[config.mk]
export PLATFORM = sky130hd
export DESIGN_NAME = id_ex_stage_reg
export DESIGN_NICKNAME = d
export VERILOG_FILES = /design/src/rtl/id_ex_stage_reg.sv
export SDC_FILE = /design/constraint.sdc
export NUM_CORES = 1
export LEC_CHECK = 0
export BUFFER_PORTS_ARGS = -buffer_cell sky130_fd_sc_hd__buf_2
export CORE_MARGIN = 2
export CORE_UTILIZATION = 41
export CTS_BUF_LIST = sky130_fd_sc_hd__clkbuf_2 sky130_fd_sc_hd__clkbuf_4 sky130_fd_sc_hd__clkbuf_8
export CTS_CLUSTER_SIZE = 8
export DETAILED_ROUTE_END_ITERATION = 8
export GPL_TIMING_DRIVEN = 0
export PLACE_DENSITY = 0.78
export SLEW_MARGIN = 20
export SYNTH_ARGS = -nofsm -noshare
export SYNTH_HDL_FRONTEND = slang
export SYNTH_SLANG_ARGS = --single-unit
[constraint.sdc]
create_clock -name clk_i -period 2.2 [get_ports clk_i]
set_clock_uncertainty 0.2 [all_clocks]
set_input_delay 0.44 -clock clk_i [delete_from_list [all_inputs] [get_ports clk_i]]
set_output_delay 0.44 -clock clk_i [all_outputs]
set_load 0.005 [all_outputs]
[src/rtl/id_ex_stage_reg.sv]
// ID/EX pipeline register with load-use hazard detection
// and a saturating stall-cycle counter.
module id_ex_stage_reg #(
  parameter int XLEN      = 32,
  parameter int CNT_WIDTH = 32
) (
  input  logic                 clk_i,
  input  logic                 rst_i,
  input  logic                 Flush_i,
  input  logic                 ID_valid_i,
  input  logic                 ID_RegWrite_i,
  input  logic                 ID_MemtoReg_i,
  input  logic                 ID_MemRead_i,
  input  logic                 ID_MemWrite_i,
  input  logic [1:0]           ID_ALUOp_i,
  input  logic                 ID_ALUSrc_i,
  input  logic                 ID_use_rs1_i,
  input  logic                 ID_use_rs2_i,
  input  logic [XLEN-1:0]      ID_RS1data_i,
  input  logic [XLEN-1:0]      ID_RS2data_i,
  input  logic [XLEN-1:0]      ID_imm_i,
  input  logic [9:0]           ID_funct_i,
  input  logic [4:0]           ID_rs1_i,
  input  logic [4:0]           ID_rs2_i,
  input  logic [4:0]           ID_Rd_i,
  output logic                 EX_valid_o,
  output logic                 EX_RegWrite_o,
  output logic                 EX_MemtoReg_o,
  output logic                 EX_MemRead_o,
  output logic                 EX_MemWrite_o,
  output logic                 EX_ALUSrc_o,
  output logic [1:0]           EX_ALUOp_o,
  output logic [XLEN-1:0]      EX_RS1data_o,
  output logic [XLEN-1:0]      EX_RS2data_o,
  output logic [XLEN-1:0]      EX_imm_o,
  output logic [9:0]           EX_funct_o,
  output logic [4:0]           EX_rs1_o,
  output logic [4:0]           EX_rs2_o,
  output logic [4:0]           EX_Rd_o,
  output logic                 Stall_o,
  output logic [CNT_WIDTH-1:0] stall_cnt_o
);

  typedef struct packed {
    logic            valid;
    logic            reg_write;
    logic            mem_to_reg;
    logic            mem_read;
    logic            mem_write;
    logic            alu_src;
    logic [1:0]      alu_op;
    logic [XLEN-1:0] rs1_data;
    logic [XLEN-1:0] rs2_data;
    logic [XLEN-1:0] imm;
    logic [9:0]      funct;
    logic [4:0]      rs1;
    logic [4:0]      rs2;
    logic [4:0]      rd;
  } id_ex_t;

  id_ex_t               r_ex;
  id_ex_t               w_id;
  logic [CNT_WIDTH-1:0] r_cnt;
  logic                 w_rs1_hit;
  logic                 w_rs2_hit;
  logic                 w_hz;
  logic                 w_stall;

  assign w_id = '{
    valid:      ID_valid_i,
    reg_write:  ID_RegWrite_i,
    mem_to_reg: ID_MemtoReg_i,
    mem_read:   ID_MemRead_i,
    mem_write:  ID_MemWrite_i,
    alu_src:    ID_ALUSrc_i,
    alu_op:     ID_ALUOp_i,
    rs1_data:   ID_RS1data_i,
    rs2_data:   ID_RS2data_i,
    imm:        ID_imm_i,
    funct:      ID_funct_i,
    rs1:        ID_rs1_i,
    rs2:        ID_rs2_i,
    rd:         ID_Rd_i
  };

  assign w_rs1_hit = ID_use_rs1_i & (r_ex.rd == ID_rs1_i);
  assign w_rs2_hit = ID_use_rs2_i & (r_ex.rd == ID_rs2_i);

  assign w_hz = ID_valid_i & r_ex.valid & r_ex.mem_read
              & (r_ex.rd != 5'd0)
              & (w_rs1_hit | w_rs2_hit);

  // a flushed ID instruction is discarded, so it never needs to wait
  assign w_stall = rst_i & w_hz & ~Flush_i;

  always_ff @(posedge clk_i) begin
    if (!rst_i) begin
      r_ex <= '0;
    end else if (Flush_i || w_stall) begin
      r_ex <= '0;
    end else begin
      r_ex <= w_id;
    end
  end

  always_ff @(posedge clk_i) begin
    if (!rst_i) begin
      r_cnt <= '0;
    end else if (w_stall && (r_cnt != '1)) begin
      r_cnt <= r_cnt + CNT_WIDTH'(1);
    end
  end

  assign EX_valid_o    = r_ex.valid;
  assign EX_RegWrite_o = r_ex.reg_write;
  assign EX_MemtoReg_o = r_ex.mem_to_reg;
  assign EX_MemRead_o  = r_ex.mem_read;
  assign EX_MemWrite_o = r_ex.mem_write;
  assign EX_ALUSrc_o   = r_ex.alu_src;
  assign EX_ALUOp_o    = r_ex.alu_op;
  assign EX_RS1data_o  = r_ex.rs1_data;
  assign EX_RS2data_o  = r_ex.rs2_data;
  assign EX_imm_o      = r_ex.imm;
  assign EX_funct_o    = r_ex.funct;
  assign EX_rs1_o      = r_ex.rs1;
  assign EX_rs2_o      = r_ex.rs2;
  assign EX_Rd_o       = r_ex.rd;
  assign Stall_o       = w_stall;
  assign stall_cnt_o   = r_cnt;

endmodule

==> results.cfg, run 1 <==
[outcome]
status = complete, but fails checks
violations = negative setup slack

[logic_synthesis]
synth-edff-count = 0
yosysTopAreaCell = dfxtp_1
synth_area_um2 = 5380
synth.net_count = 646
synth_top_area_share_pct = 59.9
ys_ff_latch = 161
yosys_warnings = 0
async_flop_share_pct = 0
synth_cell_types = 41
ys_top_cells_by_area = dfxtp_1 (60%), and2_1 (15%), nand2_1 (2.5%)
synth_seq_area_share_pct = 59.9
syn_inst = 511
synth_flop_cell = dfxtp_1
syn_avg_cell_area_um2 = 10.5

[placement]
placed_cells = 978
placed_area_um2 = 7110
port_buffers = 295
gp_congestion = 0.867
place_hpwl_um = 12100

[route]
drc = 0
vias = 5921
drtIter0Drc = 558
ant_nets = 0
wl_per_cell_um = 19.5
viasPerCell = 5.01
wl_um = 23100
firstDrtPassIters = 6

[sta]
fin_crit_sh_pct = 120
max_slew_margin_pct = 58.8
tightestPinTransition_ns = 0.613
setup_ws_ns = -0.442
fin_crit_ns = 2.64
hold_viol = 0
final_max_slew_viol_count = 0
rsz0062_at_grt = yes
setup_viol = 137
tns_ns = -15.09
fmax_mhz = 379

[run]
maxCapViolCount = 0

[floorplanning]
io_pins = 296
core_um2 = 12700
design.die.area_um2 = 14000
fp-row-count = 41
die_h_um = 119
die_x_um = 119
start_util_pct = 42.3

[setup_path]
arrival_ns = 2.00
start_kind = register
endpoint_kind = output pin
required_ns = 1.56
critPathKind = reg2out
path_max_fanout = 2

[hold_path]
min_path_type = in2reg

[grt]
grt_usage_pct = 29.1
grt_pass1_vias = 5967
gr-usage-met1_pct = 29.0
use_met2_pct = 53.9
antenna_found_initial = 5
grt_pass1_wl_um = 31400
grt_max_degree = 17
met3_usage_pct = 10.7
grt.busiest_layer = met2
grt_overflow = 0

[layout]
fillCellCount = 786
area_growth_pct = 84.6
final_nets = 1128
final_cells = 1182
final_area_um2 = 9930
drive_above_1_share_pct = 48.7

[clock_network]
cts.clk_slew.worst_paths_ns = 0.08
cts_tree = yes
cts_buffer_depth = 2
clockRootBuffer = clkbuf_8
htreeDepth = 4
cts_buffers = 17
clkSinkCount = 161
clkLatencyLatePin_ns = 0.44

[power_and_ir_drop]
irDropWorstVdd_mv = 0.606
leakage_nw = 4.81
pwr_density_cell_nw_per_um2 = 620
cells by family (layout without fill, tap and decap cells):
logic type                 Yosys count  in the layout  share of synthesized area (%)
AOI/OAI and AO/OA                   23             23                           2.89
xor gates and xnor gates            18             18                           2.93
adders and majority gates            1              1                          0.233
buffers and inverters               29            521                           2.37
DFF                                161            161                           59.9
muxes                               13             13                           2.42
other                                0              5                              0
and+or+nand+nor                    266            268                           29.2
final timing paths:
kind | slack (ns) | to | start | cells after the start
worst min-delay path | 0.03 | EX_rs2_o[1] | ID_rs2_i[1] | 2
worst max-delay path | -0.44 | Stall_o | EX_Rd_o[0] | 6
worst max register to register | -0.20 | stall_cnt_o[18] | EX_Rd_o[3] | 12
worst min register to register | 0.29 | stall_cnt_o[14] | stall_cnt_o[14] | 2
cell usage in the layout (no fill, tap or decap), types with 4 or more instances in the layout:
| master | n |
|---|---|
| and2_1 | 96 |
| and2_4 | 36 |
| buf_2 | 295 |
| buf_4 | 23 |
| buf_6 | 14 |
| buf_8 | 15 |
| bufinv_16 | 4 |
| clkbuf_1 | 4 |
| clkbuf_16 | 9 |
| clkbuf_8 | 19 |
| dfxtp_1 | 141 |
| dfxtp_2 | 12 |
| dfxtp_4 | 8 |
| diode_2 | 5 |
| dlygate4sd3_1 | 116 |
| inv_1 | 8 |
| mux2i_1 | 13 |
| nand2_1 | 32 |
| nand2b_1 | 12 |
| nand3_1 | 17 |
| nand4_1 | 14 |
| nor2_1 | 16 |
| nor4_4 | 4 |
| o21a_1 | 5 |
| xnor2_1 | 11 |
| xor2_1 | 5 |
worst max-delay path, cell delays in order (launching register included):
cell and delay (ns):
dfxtp_4 0.35, or4_4 0.55, o2111a_1 0.28, nor2b_4 0.15, nand2_2 0.09, inv_1 0.04, buf_2 0.11
cells in the mapped netlist (2+ instances only):
| cell type | count |
|---|---|
| and2_1 | 132 |
| o21a_1 | 5 |
| and3_1 | 3 |
| dfxtp_1 | 161 |
| o211ai_1 | 3 |
| nor3_1 | 6 |
| nor4_1 | 8 |
| or3_1 | 4 |
| nand3_1 | 21 |
| nand4_1 | 14 |
| mux2i_1 | 13 |
| xor2_1 | 5 |
| inv_1 | 8 |
| or4_1 | 3 |
| nor2b_1 | 2 |
| xnor2_1 | 13 |
| nand2_1 | 36 |
| o21ai_0 | 2 |
| buf_2 | 2 |
| and4_1 | 2 |
| clkbuf_1 | 17 |
| a21oi_1 | 5 |
| o21ai_1 | 2 |
| nor2_1 | 16 |
| nand2b_1 | 12 |
through the flow:
stage	setup WS [ns]	power, W	util [%]	hold slack (ns)
after floorplan	-0.0127	0.00323	-	0.270
after global placement	-0.623	0.00347	55.9	0.274
final	-0.442	0.00616	78.0	0.0314
after global routing	-0.499	0.00635	78.0	0.0109
after detailed placement	-0.638	0.00348	55.9	0.276
after CTS	-0.432	0.00603	73.8	0.00144
power by group:
| group | switching, W | total, W | internal (W) |
|---|---|---|---|
| Sequential | 0.0000368 | 0.00303 | 0.00300 |
| Clock | 0.00112 | 0.00237 | 0.00125 |
| Combinational | 0.000282 | 0.000752 | 0.000470 |
flip-flops by register name, indices dropped and copies added (netlist names):
register and cells:
EX_RS2data_o 32, EX_MemtoReg_o 1, EX_RS1data_o 32, EX_Rd_o 5, EX_MemRead_o 1, EX_funct_o 10, EX_RegWrite_o 1, EX_rs1_o 5
EX_imm_o 32, EX_ALUSrc_o 1, EX_ALUOp_o 2, EX_rs2_o 5, EX_MemWrite_o 1, stall_cnt_o 32, EX_valid_o 1
area by class of cell:
type / count / area [µm²] / share of cell area [%]
Multi-Input combinational cell: 323 / 2420 / 24.4
Clock buffer: 18 / 241 / 2.43
Timing Repair Buffer: 463 / 3290 / 33.1
Tap cell: 172 / 215 / 2.17
Antenna cell: 5 / 12.5 / 0.126
Clock inverter: 13 / 184 / 1.85
Buffer: 19 / 267 / 2.68
Inverter: 8 / 30.0 / 0.303
Sequential cell: 161 / 3270 / 32.9
timing repair:
action	4_1_cts	5_1_grt
resized for setup	103	80
gates cloned	10	8
setup endpoints to repair	159	159
hold buffers	115	1
pin swaps	22	22
buffers inserted	29	14
hold endpoints to repair	115	1
routing by layer:
layer | up-vias | part of all wire [%]
met5 | - | 0
met4 | 0 | 4.0
met3 | 80 | 8.6
met2 | 369 | 54
met1 | 2814 | 34
li1 | 2658 | -
Power figures use the tool's default switching activity.
==> run 2, diff against run 1 <==
==> constraint.sdc (replaced) <==
create_clock -name clk_i -period 2.2 [get_ports clk_i]
set_clock_uncertainty 0.2 [all_clocks]
set_input_delay 0.22 -clock clk_i [delete_from_list [all_inputs] [get_ports clk_i]]
set_output_delay 0.22 -clock clk_i [all_outputs]
set_load 0.005 [all_outputs]
==> results.cfg, run 2 (synthesis results as in run 1) <==
[clock_network]
clockRootBuffer = clkbuf_8
cts_tree = yes
clkLatencyLatePin_ns = 0.44
clkSinkCount = 161
htreeDepth = 4
cts_buffer_depth = 2
cts.clk_slew.worst_paths_ns = 0.09
cts_buffers = 17

[hold_path]
hp-start = rst_i
min_path_type = in2reg

[sta]
rsz0062_at_grt = yes
tns_ns = -15.07
tightestPinTransition_ns = 0.571
fmax_mhz = 411
fin_crit_ns = 2.43
setup_viol = 126
hold_viol = 0
setup_ws_ns = -0.232
fin_crit_sh_pct = 111
max_slew_margin_pct = 61.9
final_max_slew_viol_count = 0

[grt]
antenna_found_initial = 4
grt_overflow = 0
grt_pass1_vias = 5642
grt_usage_pct = 27.1
grt_max_degree = 17
grt_pass1_wl_um = 29400

[setup_path]
endpoint_kind = register
required_ns = 2.31
path_max_fanout = 8
startpoint = stall_cnt_o[27]
arrival_ns = 2.54
start_kind = register
r2r-start = stall_cnt_o[27]
r2r_slack_ns = -0.23
critPathKind = reg2reg

[route]
wl_per_cell_um = 17.0
wl_um = 19800
viasPerCell = 4.71
vias = 5482
drtIter0Drc = 421
drc = 0
ant_nets = 0
firstDrtPassIters = 6

[layout]
most-common-layout-cells = buf_2 (295), dfxtp_1 (145), and2_1 (132), dlygate4sd3_1 (131), nand2_1 (35)
final_common_cell = buf_2
final_cells = 1164
final_area_um2 = 9160
final_nets = 1111
drive_above_1_share_pct = 40.5
area_growth_pct = 70.4
final_util_pct = 72.0

[power_and_ir_drop]
irDropWorstVdd_mv = 0.628
power_w = 0.00598
pwr_density_cell_nw_per_um2 = 653
leakage_nw = 4.43

[placement]
place_hpwl_um = 12100
port_buffers = 295
placed_area_um2 = 7110
placed_cells = 978
gp_congestion = 0.867

[outcome]
status = complete, but fails checks
violations = negative setup slack

[floorplanning]
io_pins = 296
die_h_um = 119
fp-row-count = 41
design.die.area_um2 = 14000
core_um2 = 12700
start_util_pct = 42.3
die_x_um = 119

[run]
maxCapViolCount = 0
## run 2: cell count changes in the layout (fill, tap and decap cells not counted), sizes merged
| cell | previous run | this run |
|---|---|---|
| dlygate4sd3 | 116 | 131 |
| clkbuf | 33 | 36 |
| and4 | 3 | 2 |
| diode | 5 | 4 |
| buf | 351 | 318 |
| nand3 | 23 | 22 |
## run 2: final timing paths
path | to | cells past startpoint
worst max-delay path | stall_cnt_o[1] | 7
worst min register to register | stall_cnt_o[14] | 2
worst max register to register | stall_cnt_o[1] | 7
worst min-delay path | stall_cnt_o[29] | 4
## run 2: timing repair
action	CTS	global route
pin swaps	6	12
setup endpoints to repair	159	153
gates cloned	0	1
buffers inserted	6	14
hold buffers	131	0
gates resized for setup	33	12
endpoints found under the hold margin	134	0
## run 2: per-stage QoR
step                      setup slack [ns]  hold WS (ns)
after global routing                -0.274         0.163
after detailed placement            -0.498         0.221
after floorplan                    -0.0127         0.142
final                               -0.232         0.149
after global placement              -0.489         0.218
after CTS                           -0.230         0.121
## run 2: final cells by class
| class | count | area [µm²] |
|---|---|---|
| sequential | 161 | 3260 |
| inverter | 8 | 30.0 |
| multi-input combinational | 321 | 2140 |
| buffer | 20 | 119 |
| antenna | 4 | 10.0 |
| timing repair buffer | 447 | 2960 |
| clock inverter | 13 | 184 |
| fill | 918 | 3560 |
| tap | 172 | 215 |
| clock buffer | 18 | 241 |
## run 2: worst max-delay path: stages (launching register included)
cell     delay [ns]
dfxtp_4        0.39
nand4_1        0.23
or2_2          0.39
or4b_4         0.56
nand3_4        0.18
buf_12         0.14
mux2i_1        0.17
nor2_1         0.05
## run 2: power breakdown
| group | leakage [nW] | switching [W] | internal [W] | total (W) |
|---|---|---|---|---|
| logic | 2.88 | 0.000232 | 0.000371 | 0.000604 |
| registers | 1.33 | 0.0000327 | 0.00300 | 0.00303 |
| clock network | 0.217 | 0.00109 | 0.00125 | 0.00234 |
## run 2: layer usage
metal  up-vias  wire, µm  track usage (%)
met5         -         0                0
met4         0       492             9.67
met3        42      1610             9.94
met2       261     10600             50.9
met1      2568      7080             27.3
li1       2611         -                -
